<file path="src/rtl/inst_writer.sv">
// Instruction writer: encodes LC-3b field bundles into 16-bit words, queues them in a FIFO
// and writes them to consecutive word addresses. Optional readback verify: INST_WRITER_READBACK_EN.
module inst_writer #(
  parameter int DEPTH = 4
) (
  input  logic        clk,
  input  logic        reset,
  input  logic        in_valid,
  output logic        in_ready,
  input  logic [3:0]  opcode,
  input  logic [2:0]  dest,
  input  logic [2:0]  src1,
  input  logic [2:0]  src2,
  input  logic [5:0]  offset6,
  input  logic [8:0]  offset9,
  input  logic [10:0] offset11,
  input  logic [4:0]  imm5,
  input  logic        imm5_enable,
  input  logic        offset11_enable,
  input  logic [7:0]  trapvect8,
  input  logic        a_bit,
  input  logic        d_bit,
  input  logic        load_base,
  input  logic [15:0] base_addr,
  output logic [15:0] mem_address,
  output logic [15:0] mem_wdata,
  output logic        mem_write,
  output logic        mem_read,
  output logic [1:0]  mem_byte_enable,
  input  logic [15:0] mem_rdata,
  input  logic        mem_resp,
  output logic        busy,
  output logic [15:0] words_written,
  output logic        mismatch
);

  localparam int AW = $clog2(DEPTH);
  localparam logic [AW:0] FULL_CNT = (AW+1)'(DEPTH);

  localparam logic [3:0] OP_BR   = 4'h0;
  localparam logic [3:0] OP_ADD  = 4'h1;
  localparam logic [3:0] OP_LDB  = 4'h2;
  localparam logic [3:0] OP_STB  = 4'h3;
  localparam logic [3:0] OP_JSR  = 4'h4;
  localparam logic [3:0] OP_AND  = 4'h5;
  localparam logic [3:0] OP_LDW  = 4'h6;
  localparam logic [3:0] OP_STW  = 4'h7;
  localparam logic [3:0] OP_RTI  = 4'h8;
  localparam logic [3:0] OP_NOT  = 4'h9;
  localparam logic [3:0] OP_LDI  = 4'hA;
  localparam logic [3:0] OP_STI  = 4'hB;
  localparam logic [3:0] OP_JMP  = 4'hC;
  localparam logic [3:0] OP_SHF  = 4'hD;
  localparam logic [3:0] OP_LEA  = 4'hE;
  localparam logic [3:0] OP_TRAP = 4'hF;

`ifdef INST_WRITER_READBACK_EN
  typedef enum logic [1:0] {ST_IDLE = 2'd0, ST_WRITE = 2'd1, ST_VERIFY = 2'd2} state_t;
`else
  typedef enum logic [1:0] {ST_IDLE = 2'd0, ST_WRITE = 2'd1} state_t;
`endif

  state_t        state_q, state_d;
  logic [15:0]   enc_word;
  logic [15:0]   fifo_q [DEPTH];
  logic [AW-1:0] wr_ptr_q, rd_ptr_q;
  logic [AW:0]   cnt_q, cnt_d;
  logic [15:0]   addr_q, addr_d;
  logic [15:0]   ww_q, ww_d;
  logic          push, pop, load_ok;

  always_comb begin
    enc_word = 16'h0000;
    case (opcode)
      OP_ADD, OP_AND:
        enc_word = {opcode, dest, src1, imm5_enable, imm5_enable ? imm5 : {2'b00, src2}};
      OP_NOT:  enc_word = {opcode, dest, src1, 6'h3F};
      OP_BR, OP_LEA:
        enc_word = {opcode, dest, offset9};
      OP_JMP:  enc_word = {opcode, 3'b000, src1, 6'h00};
      OP_JSR:
        enc_word = offset11_enable ? {opcode, 1'b1, offset11} : {opcode, 3'b000, src1, 6'h00};
      OP_LDB, OP_LDW, OP_LDI, OP_STB, OP_STW, OP_STI:
        enc_word = {opcode, dest, src1, offset6};
      OP_SHF:  enc_word = {opcode, dest, src1, d_bit, a_bit, imm5[3:0]};
      OP_TRAP: enc_word = {opcode, 4'h0, trapvect8};
      OP_RTI:  enc_word = 16'h8000;
      default: enc_word = 16'h0000;
    endcase
  end

  // A full FIFO refuses input even when the head leaves this cycle, so in_ready
  // depends only on registered occupancy.
  assign in_ready = (cnt_q != FULL_CNT);
  assign push     = in_valid && in_ready;
  assign pop      = (state_q == ST_WRITE) && mem_resp;
  assign cnt_d    = cnt_q + (AW+1)'(push) - (AW+1)'(pop);
  assign load_ok  = load_base && (state_q == ST_IDLE) && (cnt_q == '0);

  always_ff @(posedge clk) begin
    if (push) fifo_q[wr_ptr_q] <= enc_word;
  end

  always_ff @(posedge clk) begin
    if (reset) begin
      wr_ptr_q <= '0;
      rd_ptr_q <= '0;
      cnt_q    <= '0;
    end else begin
      if (push) wr_ptr_q <= wr_ptr_q + 1'b1;
      if (pop)  rd_ptr_q <= rd_ptr_q + 1'b1;
      cnt_q <= cnt_d;
    end
  end

  always_comb begin
    addr_d = addr_q;
    ww_d   = ww_q;
    if (load_ok) begin
      addr_d = {base_addr[15:1], 1'b0};
      ww_d   = 16'h0000;
    end else if (pop) begin
      addr_d = addr_q + 16'd2;
      ww_d   = ww_q + 16'd1;
    end
  end

  always_ff @(posedge clk) begin
    if (reset) begin
      addr_q <= 16'h0000;
      ww_q   <= 16'h0000;
    end else begin
      addr_q <= addr_d;
      ww_q   <= ww_d;
    end
  end

  always_ff @(posedge clk) begin
    if (reset) state_q <= ST_IDLE;
    else       state_q <= state_d;
  end

  // Next state looks at post-update occupancy so an enqueue into an idle
  // writer, or a refill during the final write, starts a write next cycle.
  always_comb begin
    state_d = state_q;
    case (state_q)
      ST_IDLE: begin
        if (cnt_d != '0) state_d = ST_WRITE;
      end
      ST_WRITE: begin
        if (mem_resp) begin
`ifdef INST_WRITER_READBACK_EN
          state_d = ST_VERIFY;
`else
          state_d = (cnt_d != '0) ? ST_WRITE : ST_IDLE;
`endif
        end
      end
`ifdef INST_WRITER_READBACK_EN
      ST_VERIFY: begin
        if (mem_resp) state_d = (cnt_d != '0) ? ST_WRITE : ST_IDLE;
      end
`endif
      default: state_d = ST_IDLE;
    endcase
  end

  always_comb begin
    mem_write   = 1'b0;
    mem_read    = 1'b0;
    mem_address = addr_q;
    case (state_q)
      ST_WRITE: mem_write = 1'b1;
`ifdef INST_WRITER_READBACK_EN
      ST_VERIFY: begin
        mem_read    = 1'b1;
        mem_address = addr_q - 16'd2;
      end
`endif
      default: ;
    endcase
  end

  assign mem_wdata       = fifo_q[rd_ptr_q];
  assign mem_byte_enable = 2'b11;
  assign busy            = (cnt_q != '0) || (state_q != ST_IDLE);
  assign words_written   = ww_q;

`ifdef INST_WRITER_READBACK_EN
  logic [15:0] vdata_q;
  logic        mismatch_q;

  always_ff @(posedge clk) begin
    if (pop) vdata_q <= mem_wdata;
  end

  always_ff @(posedge clk) begin
    if (reset)
      mismatch_q <= 1'b0;
    else if (load_ok)
      mismatch_q <= 1'b0;
    else if ((state_q == ST_VERIFY) && mem_resp && (mem_rdata != vdata_q))
      mismatch_q <= 1'b1;
  end

  assign mismatch = mismatch_q;
`else
  logic unused_rdata;
  assign unused_rdata = ^mem_rdata;
  assign mismatch     = 1'b0;
`endif

endmodule

</file>
<file path="config.mk">
export PLATFORM = sky130hd
export DESIGN_NAME = inst_writer
export DESIGN_NICKNAME = d
export VERILOG_FILES = /design/src/rtl/inst_writer.sv
export SDC_FILE = /design/constraint.sdc
export NUM_CORES = 1
export LEC_CHECK = 0
export CAP_MARGIN = 20
export CORE_UTILIZATION = 50
export CTS_BUF_LIST = sky130_fd_sc_hd__clkbuf_2 sky130_fd_sc_hd__clkbuf_4 sky130_fd_sc_hd__clkbuf_8
export DETAILED_ROUTE_END_ITERATION = 10
export DONT_BUFFER_PORTS = 1
export PLACE_DENSITY = 0.68
export SKIP_CTS_REPAIR_TIMING = 1
export SKIP_LAST_GASP = 1
export SLEW_MARGIN = 15
export SYNTH_ARGS = -nofsm -noshare
export SYNTH_HDL_FRONTEND = slang
export SYNTH_SLANG_ARGS = --single-unit
</file>
<file path="constraint.sdc">
create_clock -name clk -period 2.7 [get_ports clk]
set_clock_uncertainty 0.1 [all_clocks]
set_input_delay 0.405 -clock clk [delete_from_list [all_inputs] [get_ports clk]]
set_output_delay 0.405 -clock clk [all_outputs]
set_load 0.01 [all_outputs]
</file>
# After elaboration in Yosys (flattened, before gate mapping)

Memory sizes are Yosys's and may differ from the RTL's. A register that Yosys moved wholly into a read port is not among the register bits.
Index checks and enable logic that the tools add are counted.
Widths: inputs -> output; s select.

Add/sub/neg operators: 6
Eq/ne operators: 19
Mux-type cells: 14
Reduce and logical (&&, ||, !) cells: 17

Operators with widths:

| kind                  | count |
|---|---|
| $pmux 16 s9           | 1 |
| $eq 4x4->1 const B    | 8 |
| $mux 16               | 2 |
| $add 16x1->16 const B | 1 |
| $add 16x2->16 const B | 1 |
| $eq 4x3->1 const B    | 4 |
| $mux 12               | 1 |
| $eq 4x2->1 const B    | 2 |
| $mux 2                | 4 |
| $reduce_bool 3->1     | 2 |
| $reduce_or 2->1       | 3 |
| $reduce_or 6->1       | 1 |
| $mux 5                | 1 |
| $add 2x1->2 const B   | 2 |
| $eq 4x1->1 const B    | 1 |
| $logic_and 1x1->1     | 4 |
| $logic_not 4->1       | 1 |
| $mux 1                | 4 |
| $pmux 2 s2            | 1 |
| $reduce_bool 2->1     | 2 |
| $add 3x1->3           | 1 |
| $logic_not 3->1       | 1 |
| $ne 3x3->1 const B    | 1 |
| $sub 3x1->3           | 1 |
| other kinds (6)       | 6 |

Register bits: 41
Memory bits (writable): 64
Bits of input ports: 93
Logic and storage cells: 64
Memories: 1

Memory list:

| memory | depth | bits a word | rd ports | clocked after memory_dff | wr ports | line | source |
|---|---|---|---|---|---|---|---|
| fifo_q | 4     | 16          | 1        | 1                        | 1        | 65   | `logic [15:0] fifo_q [DEPTH];` |

# Logic depth before layout (Yosys ltp)

Gate-level depths: netlist of run 1.

Depth in word-level cells: 8
Mapped depth: 10

# Least setup slack after synthesis of run 1

No wires, ideal clock.

Kind: register -> register
Start point: register cnt_q[1]
End point: register state_q[0]
Data arrival time: 2.175 ns
Path slack: 0.292 ns
Cell stages (with the launch flop): 10
Buffers on the path: 0
Clock period less this slack: 2.408 ns
Cell sequence: dfxtp_1 > or3b_1 > and2_1 > inv_1 > ha_1 > inv_1 > ha_1 > fa_1 > a211oi_1 > a21oi_1

Word-level cells in the longest chain between the ends: 8

RTL lines:

| element                | line     | source |
|---|---|---|
| start, declared        | 67       | `logic [AW:0] cnt_q, cnt_d;` |
| start signal, assigned | 112      | `cnt_q <= cnt_d;` |
| $ne 3x3->1 *           | 94       | `assign in_ready = (cnt_q != FULL_CNT);` |
| via in_ready           | 9        | `output logic in_ready,` |
| $logic_and 1x1->1 *    | 95       | `assign push = in_valid && in_ready;` |
| $add 3x1->3 *          | 97       | `assign cnt_d = cnt_q + (AW+1)'(push) - (AW+1)'(pop);` |
| $sub 3x1->3 *          | 97       |  |
| via cnt_d[1]           | 67       |  |
| $reduce_bool 3->1 *    | 149, 156 |  |
| $mux 1                 | 156      | `state_d = (cnt_d != '0) ? ST_WRITE : ST_IDLE;` |
| $mux 2                 | 152      | `if (mem_resp) begin` |
| $pmux 2 s2             | 147      | `case (state_q)` |
| end signal, assigned   | 140      | `else state_q <= state_d;` |
| end, declared          | 63       | `state_t state_q, state_d;` |

Mark *: on every way through the listed nets, which the timed path passes. The rest lies on a longest branch. The select of a mux whose other input is x is not followed.
A chain may end at the register's enable or synchronous reset.

# Worst setup path after layout of run 1

Start point: register cnt_q[1]
End point: register state_q[0]

Word-level cells in the longest chain between the ends: 8

RTL lines:

| element             | line |
|---|---|
| $ne 3x3->1          | 94 |
| $logic_and 1x1->1   | 95 |
| $add 3x1->3 *       | 97 |
| $sub 3x1->3 *       | 97 |
| via cnt_d[1]        | 67 |
| $reduce_bool 3->1 * | 149, 156 |
| $mux 1              | 156 |
| $mux 2              | 152 |
| $pmux 2 s2          | 147 |

Marked as above.

==> results of run 1 <==
## critical path, cell delays in order (launching register included)
cell	delay, ps
dfxtp_1	360
or3b_1	410
and2_1	210
inv_1	80
ha_1	220
inv_1	50
ha_1	150
fa_1	440
a211oi_1	260
a21oi_1	100
## logic make-up (layout without fill, tap and decap cells)
kind of cell,count (synthesis),count (layout),synth area share
AO/OA/AOI/OAI,68,68,0.101
XOR/XNOR,29,29,0.0515
adder cells (fa/ha/maj),9,9,0.0243
buffers and inverters,45,42,0.0385
flip-flops,105,105,0.556
multiplexers,19,19,0.0791
other,2,5,0.00152
AND/OR/NAND/NOR,139,139,0.148
## layout by cell type, fill, tap and decap left out, types with 7 or more instances in the layout
cell type	n
edfxtp_1	64
mux4_2	16
xor2_1	13
inv_1	14
xnor2_1	16
nand3_1	12
a211oi_1	10
nand4_1	11
nand2_1	23
dfxtp_1	41
clkbuf_8	9
ha_1	8
and4_1	7
buf_4	10
o21ai_0	11
a21oi_1	8
nor2_1	38
or3_1	8
nor2b_1	8
## routing by layer
layer,GRT usage,vias to the layer above,share of wire
li1,-,1546,-
met1,0.258,1578,0.45
met2,0.305,92,0.48
met3,0.0442,16,0.060
met4,0.0658,0,0.016
met5,0,-,0
## power breakdown
group / switching (mW) / internal, mW / total [mW]
registers: 0.217 / 1.96 / 2.18
logic: 0.547 / 0.417 / 0.964
clock network: 0.557 / 0.355 / 0.913
## state kept, by name, summed over array words and instances (netlist names), named ones only
name,count
state_q,1
wr_ptr_q,2
words_written,16
rd_ptr_q,2
mem_address,15
cnt_q,3
fifo_q,64
## worst min-delay path by stage
stage	from	to	slack, ps
2_1_floorplan	wr_ptr_q[1]	wr_ptr_q[1]	370
3_3_place_gp	reset	wr_ptr_q[1]	380
3_5_place_dp	reset	state_q[0]	380
4_1_cts	reset	mem_address[7]	-10
5_1_grt	reset	mem_address[12]	4
6_report	reset	mem_address[12]	20
## per-stage QoR
step	hold slack, ps	cells	utilization	setup slack (ps)	cell area (um^2)
CTS	-13.0	543	0.556	237	5240
global placement	378	527	0.536	332	5050
detailed placement	382	527	0.536	260	5050
global route	3.74	545	0.558	31.0	5260
floorplan	369	419	-	292	4950
finish	17.0	545	0.558	188	5260
## layout make-up
class                   count  area (um^2)
flip-flops and latches    105         2740
clock buffers               9          124
well taps                 129          161
repair buffers             12         95.1
inverters                  14         52.6
multi-input cells         269         2010
clock inverters             7         65.1
fillers                   810         4160
==> impl_metrics.ini, run 1 <==
[run_status]
status = finished, final reports clean

[worst_setup_path]
r2r-start = cnt_q[1]
r2r_cells = 9
reg2reg_slack_ps = 190
crit_path_start_kind = flop
cp_data_arrival_time_ps = 2630
timing.rr.end = state_q[0]
worstSetupStartpoint = cnt_q[1]
crit_fanout = 4
cp-end-kind = flop
crit_path_end = state_q[0]
critical_path_class = reg2reg
critPathRequiredTime_ps = 2820

[cells_and_area]
drive_above_1_share = 0.113
nNetsFinal = 513
area_delta_synth_final_pct = 6.46
antennaDiodeCount = 0

[timing]
max_freq_ghz = 0.398
hold_viol = 0
fin_setup_tns_ps = 0
rsz0062_at_grt = false
min_period_over_period = 0.930
tightest_slew_ps = 685
finalCriticalPeriod_ps = 2510
slew_viol_final = 0
setup_viol = 0
relSlewSlack = 0.542

[cts]
cts.sinks = 105
cts_max_level = 3
clk_pin_slew_ps = 110
cts_tree = yes
numCtsBuffers = 9
root_buffer = clkbuf_8
clockBufferDepth = 2
insertion_delay_ps = 350

[synthesis]
async_flop_share = 0
syn_area_per_cell_um2 = 11.9
synthCells = 416
ys_ff_latch = 105
synth.top_cells.by_count = edfxtp_1, dfxtp_1, nor2_1
ys.flop_type = edfxtp_1
ys_seq_area_frac = 0.556
netlist_area_mm2 = 0.00494
yosys-top-cells-area = edfxtp_1, dfxtp_1, mux4_2, nor2_1, xnor2_1
yosysUniqueCellTypes = 50
synth_top_area_frac = 0.389
yosys.area.top_type = edfxtp_1
synth-edff-count = 64
synth.most_common_cell = edfxtp_1
ys_warn_count = 0

[worst_hold_path]
holdCritPathClass = in2reg
min_path_cells = 1

[placement]
hpwl_um = 6690
gp_congestion = 0.773
port_buffers = 0

[die]
dieArea_mm2 = 0.0103
die_width_um = 101
initial_core_util = 0.524
num_rows = 35
core_area_mm2 = 0.00942
die_h_um = 101
ios = 148

[power]
power_mw = 4.06
max-vdd-ir-drop_v = 0.000332
power_density_mw_per_mm2 = 772
p_leak_nw = 1.74

[routing]
wl_per_cell_um = 17.8
drc = 0
routed_wl_um = 9730
firstDrtPassIters = 4
drtIter0Drc = 158
vias_per_cell = 5.93
postRouteAntennaNets = 0
vias = 3232

[global_route]
grt_pass1_vias = 3038
antenna_found_initial = 0
grt_start_max_net_pins = 30
grt_util_all_layers = 0.191
grt_pass1_wl_um = 15000
grt-ovfl-total = 0

[flow_run]
cap_violations = 0
Note: power is estimated with default switching activity, not from simulation.
==> run 2, diff against run 1 <==
--- a/config.mk
+++ b/config.mk
@@ -5,6 +5,7 @@
 export SDC_FILE = /design/constraint.sdc
 export NUM_CORES = 1
 export LEC_CHECK = 0
+export ABC_AREA = 1
 export CAP_MARGIN = 20
 export CORE_UTILIZATION = 50
 export CTS_BUF_LIST = sky130_fd_sc_hd__clkbuf_2 sky130_fd_sc_hd__clkbuf_4 sky130_fd_sc_hd__clkbuf_8
==> run 2 against run 1 <==
Compared with the run above: sequential share of layout area shrank 2.6 points; clock power fell by 2%; final cell count is 39% higher; largest cell class unchanged; largest power group unchanged.
==> impl_metrics.ini, run 2 <==
[synthesis]
yosysUniqueCellTypes = 37
syn_area_per_cell_um2 = 8.41
async_flop_share = 0
ys_seq_area_frac = 0.527
synth.top_cells.by_count = nand2_1, inv_1, nor2_1
yosys-top-cells-area = edfxtp_1, dfxtp_1, nand2_1, o21ai_0, inv_1
netlist_area_mm2 = 0.00521
ys.flop_type = edfxtp_1
ys_ff_latch = 105
ys_warn_count = 0
synth.most_common_cell = nand2_1
synth-edff-count = 64
yosys.area.top_type = edfxtp_1
synth_top_area_frac = 0.369
synthCells = 619

[worst_setup_path]
crit_fanout = 9
cp_slowest_cell = dfxtp_1
crit_path_max_incr_delay_ps = 400
cp-end-kind = flop
critPathRequiredTime_ps = 2820
critPathTopFamily = adder cells
critical_path_class = reg2reg
crit_path_start_kind = flop
cp_data_arrival_time_ps = 2440
path_cells = nor2_2 -> nand2_1 -> nand2_1 -> ha_1 -> inv_1 -> ha_1 -> fa_1 -> xnor2_1 -> a31oi_1
path_buf_inv = 1

[timing]
finalCriticalPeriod_ps = 2320
slew_viol_final = 0
setup_slack_ps = 378
hold_viol = 0
fin_setup_tns_ps = 0
relSlewSlack = 0.583
min_period_over_period = 0.860
max_freq_ghz = 0.431
tightest_slew_ps = 623
setup_viol = 0
rsz0062_at_grt = false

[cts]
cts_max_level = 3
numCtsBuffers = 9
clockBufferDepth = 2
clk_pin_slew_ps = 90
cts_tree = yes
cts.sinks = 105
root_buffer = clkbuf_8
insertion_delay_ps = 360

[placement]
hpwl_um = 8530
gp_congestion = 0.847
post-place-ws_ps = 407
port_buffers = 0
dpl_cell_area_mm2 = 0.00534

[cells_and_area]
fin_area_mm2 = 0.00553
top_register = fifo_q
area_delta_synth_final_pct = 6.25
antennaDiodeCount = 0
nNetsFinal = 720
final_common_cell = nand2_1
drive_above_1_share = 0.0706
largest_register_ffs = 64
fillers = 937
final_cell_mix = nand2_1, inv_1, nor2_1

[die]
die_width_um = 104
num_rows = 36
ios = 148
core_area_mm2 = 0.00995
initial_core_util = 0.523
dieArea_mm2 = 0.0108
die_h_um = 104

[worst_hold_path]
holdCritPathClass = in2reg

[global_route]
grt_pass1_vias = 3880
grt_util_all_layers = 0.226
antenna_found_initial = 0
grt-ovfl-total = 0
grt_pass1_wl_um = 19300
grt_start_max_net_pins = 34

[power]
max-vdd-ir-drop_v = 0.000390
power_mw = 4.10
p_leak_nw = 2.09
power_density_mw_per_mm2 = 741

[routing]
routed_wl_um = 12200
drc = 0
vias_per_cell = 5.54
firstDrtPassIters = 5
postRouteAntennaNets = 0
drtIter0Drc = 270
vias = 4186
wl_per_cell_um = 16.2

[flow_run]
cap_violations = 0

[run_status]
status = finished, final reports clean
==> run 2: changes by cell type after synthesis, sizes merged, moves of 9 or more <==
cell | before | now
nand3 | 12 | 43
mux4 | 16 | 0
o22ai | 1 | 19
and4 | 9 | 0
o21ai | 11 | 55
a21oi | 8 | 39
nor2 | 38 | 77
xor2 | 13 | 2
xnor2 | 16 | 2
nand2 | 24 | 120
inv | 14 | 73
==> run 2: cell families (layout without fill, tap and decap cells) <==
family / after synthesis / count (layout) / share of synthesized area
adders and majority gates: 9 / 9 / 0.0231
muxes: 1 / 1 / 0.00216
and+or+nand+nor: 273 / 273 / 0.232
DFF: 105 / 105 / 0.527
other: 2 / 5 / 0.00144
buffers and inverters: 101 / 102 / 0.0778
AOI/OAI and AO/OA: 124 / 124 / 0.130
xor gates and xnor gates: 4 / 4 / 0.00673
==> run 2: path summary, 6_finish.rpt <==
path                             startpoint         end  slack, ps  cells past startpoint
worst max-delay path               cnt_q[1]  state_q[0]        380                      9
worst min-delay path                  reset    cnt_q[1]         20                      1
worst max register to register     cnt_q[1]  state_q[0]        380                      9
worst min register to register  rd_ptr_q[0]        flop        380                      1
==> run 2: layer usage <==
layer  global-route usage  vias up  share of wire
met5                    0        -              0
met4               0.0602        0         0.0083
met3               0.0614       14          0.085
met2                0.402      177           0.51
met1                0.268     1919           0.40
li1                     -     2076              -
==> run 2: final cells by class <==
type | count | area [um^2] | area share
sequential | 105 | 2740 | 0.496
multi-input combinational | 416 | 2070 | 0.374
inverter | 73 | 274 | 0.0495
tap | 133 | 166 | 0.0301
clock buffer | 10 | 131 | 0.0237
timing repair buffer | 13 | 100 | 0.0181
clock inverter | 6 | 47.5 | 0.00859
==> run 2: where the power goes <==
group	internal, mW	switching [mW]	total (mW)
clock	0.356	0.541	0.896
sequential	1.93	0.176	2.11
combinational	0.345	0.750	1.09
total	2.63	1.47	4.10
==> run 2: through the flow <==
stage | instances | utilization | hold WS [ps]
floorplan | 622 | - | 336
global placement | 739 | 0.537 | 355
detailed placement | 739 | 0.537 | 361
CTS | 755 | 0.555 | -23.4
global route | 756 | 0.556 | 2.22
finish | 756 | 0.556 | 17.7
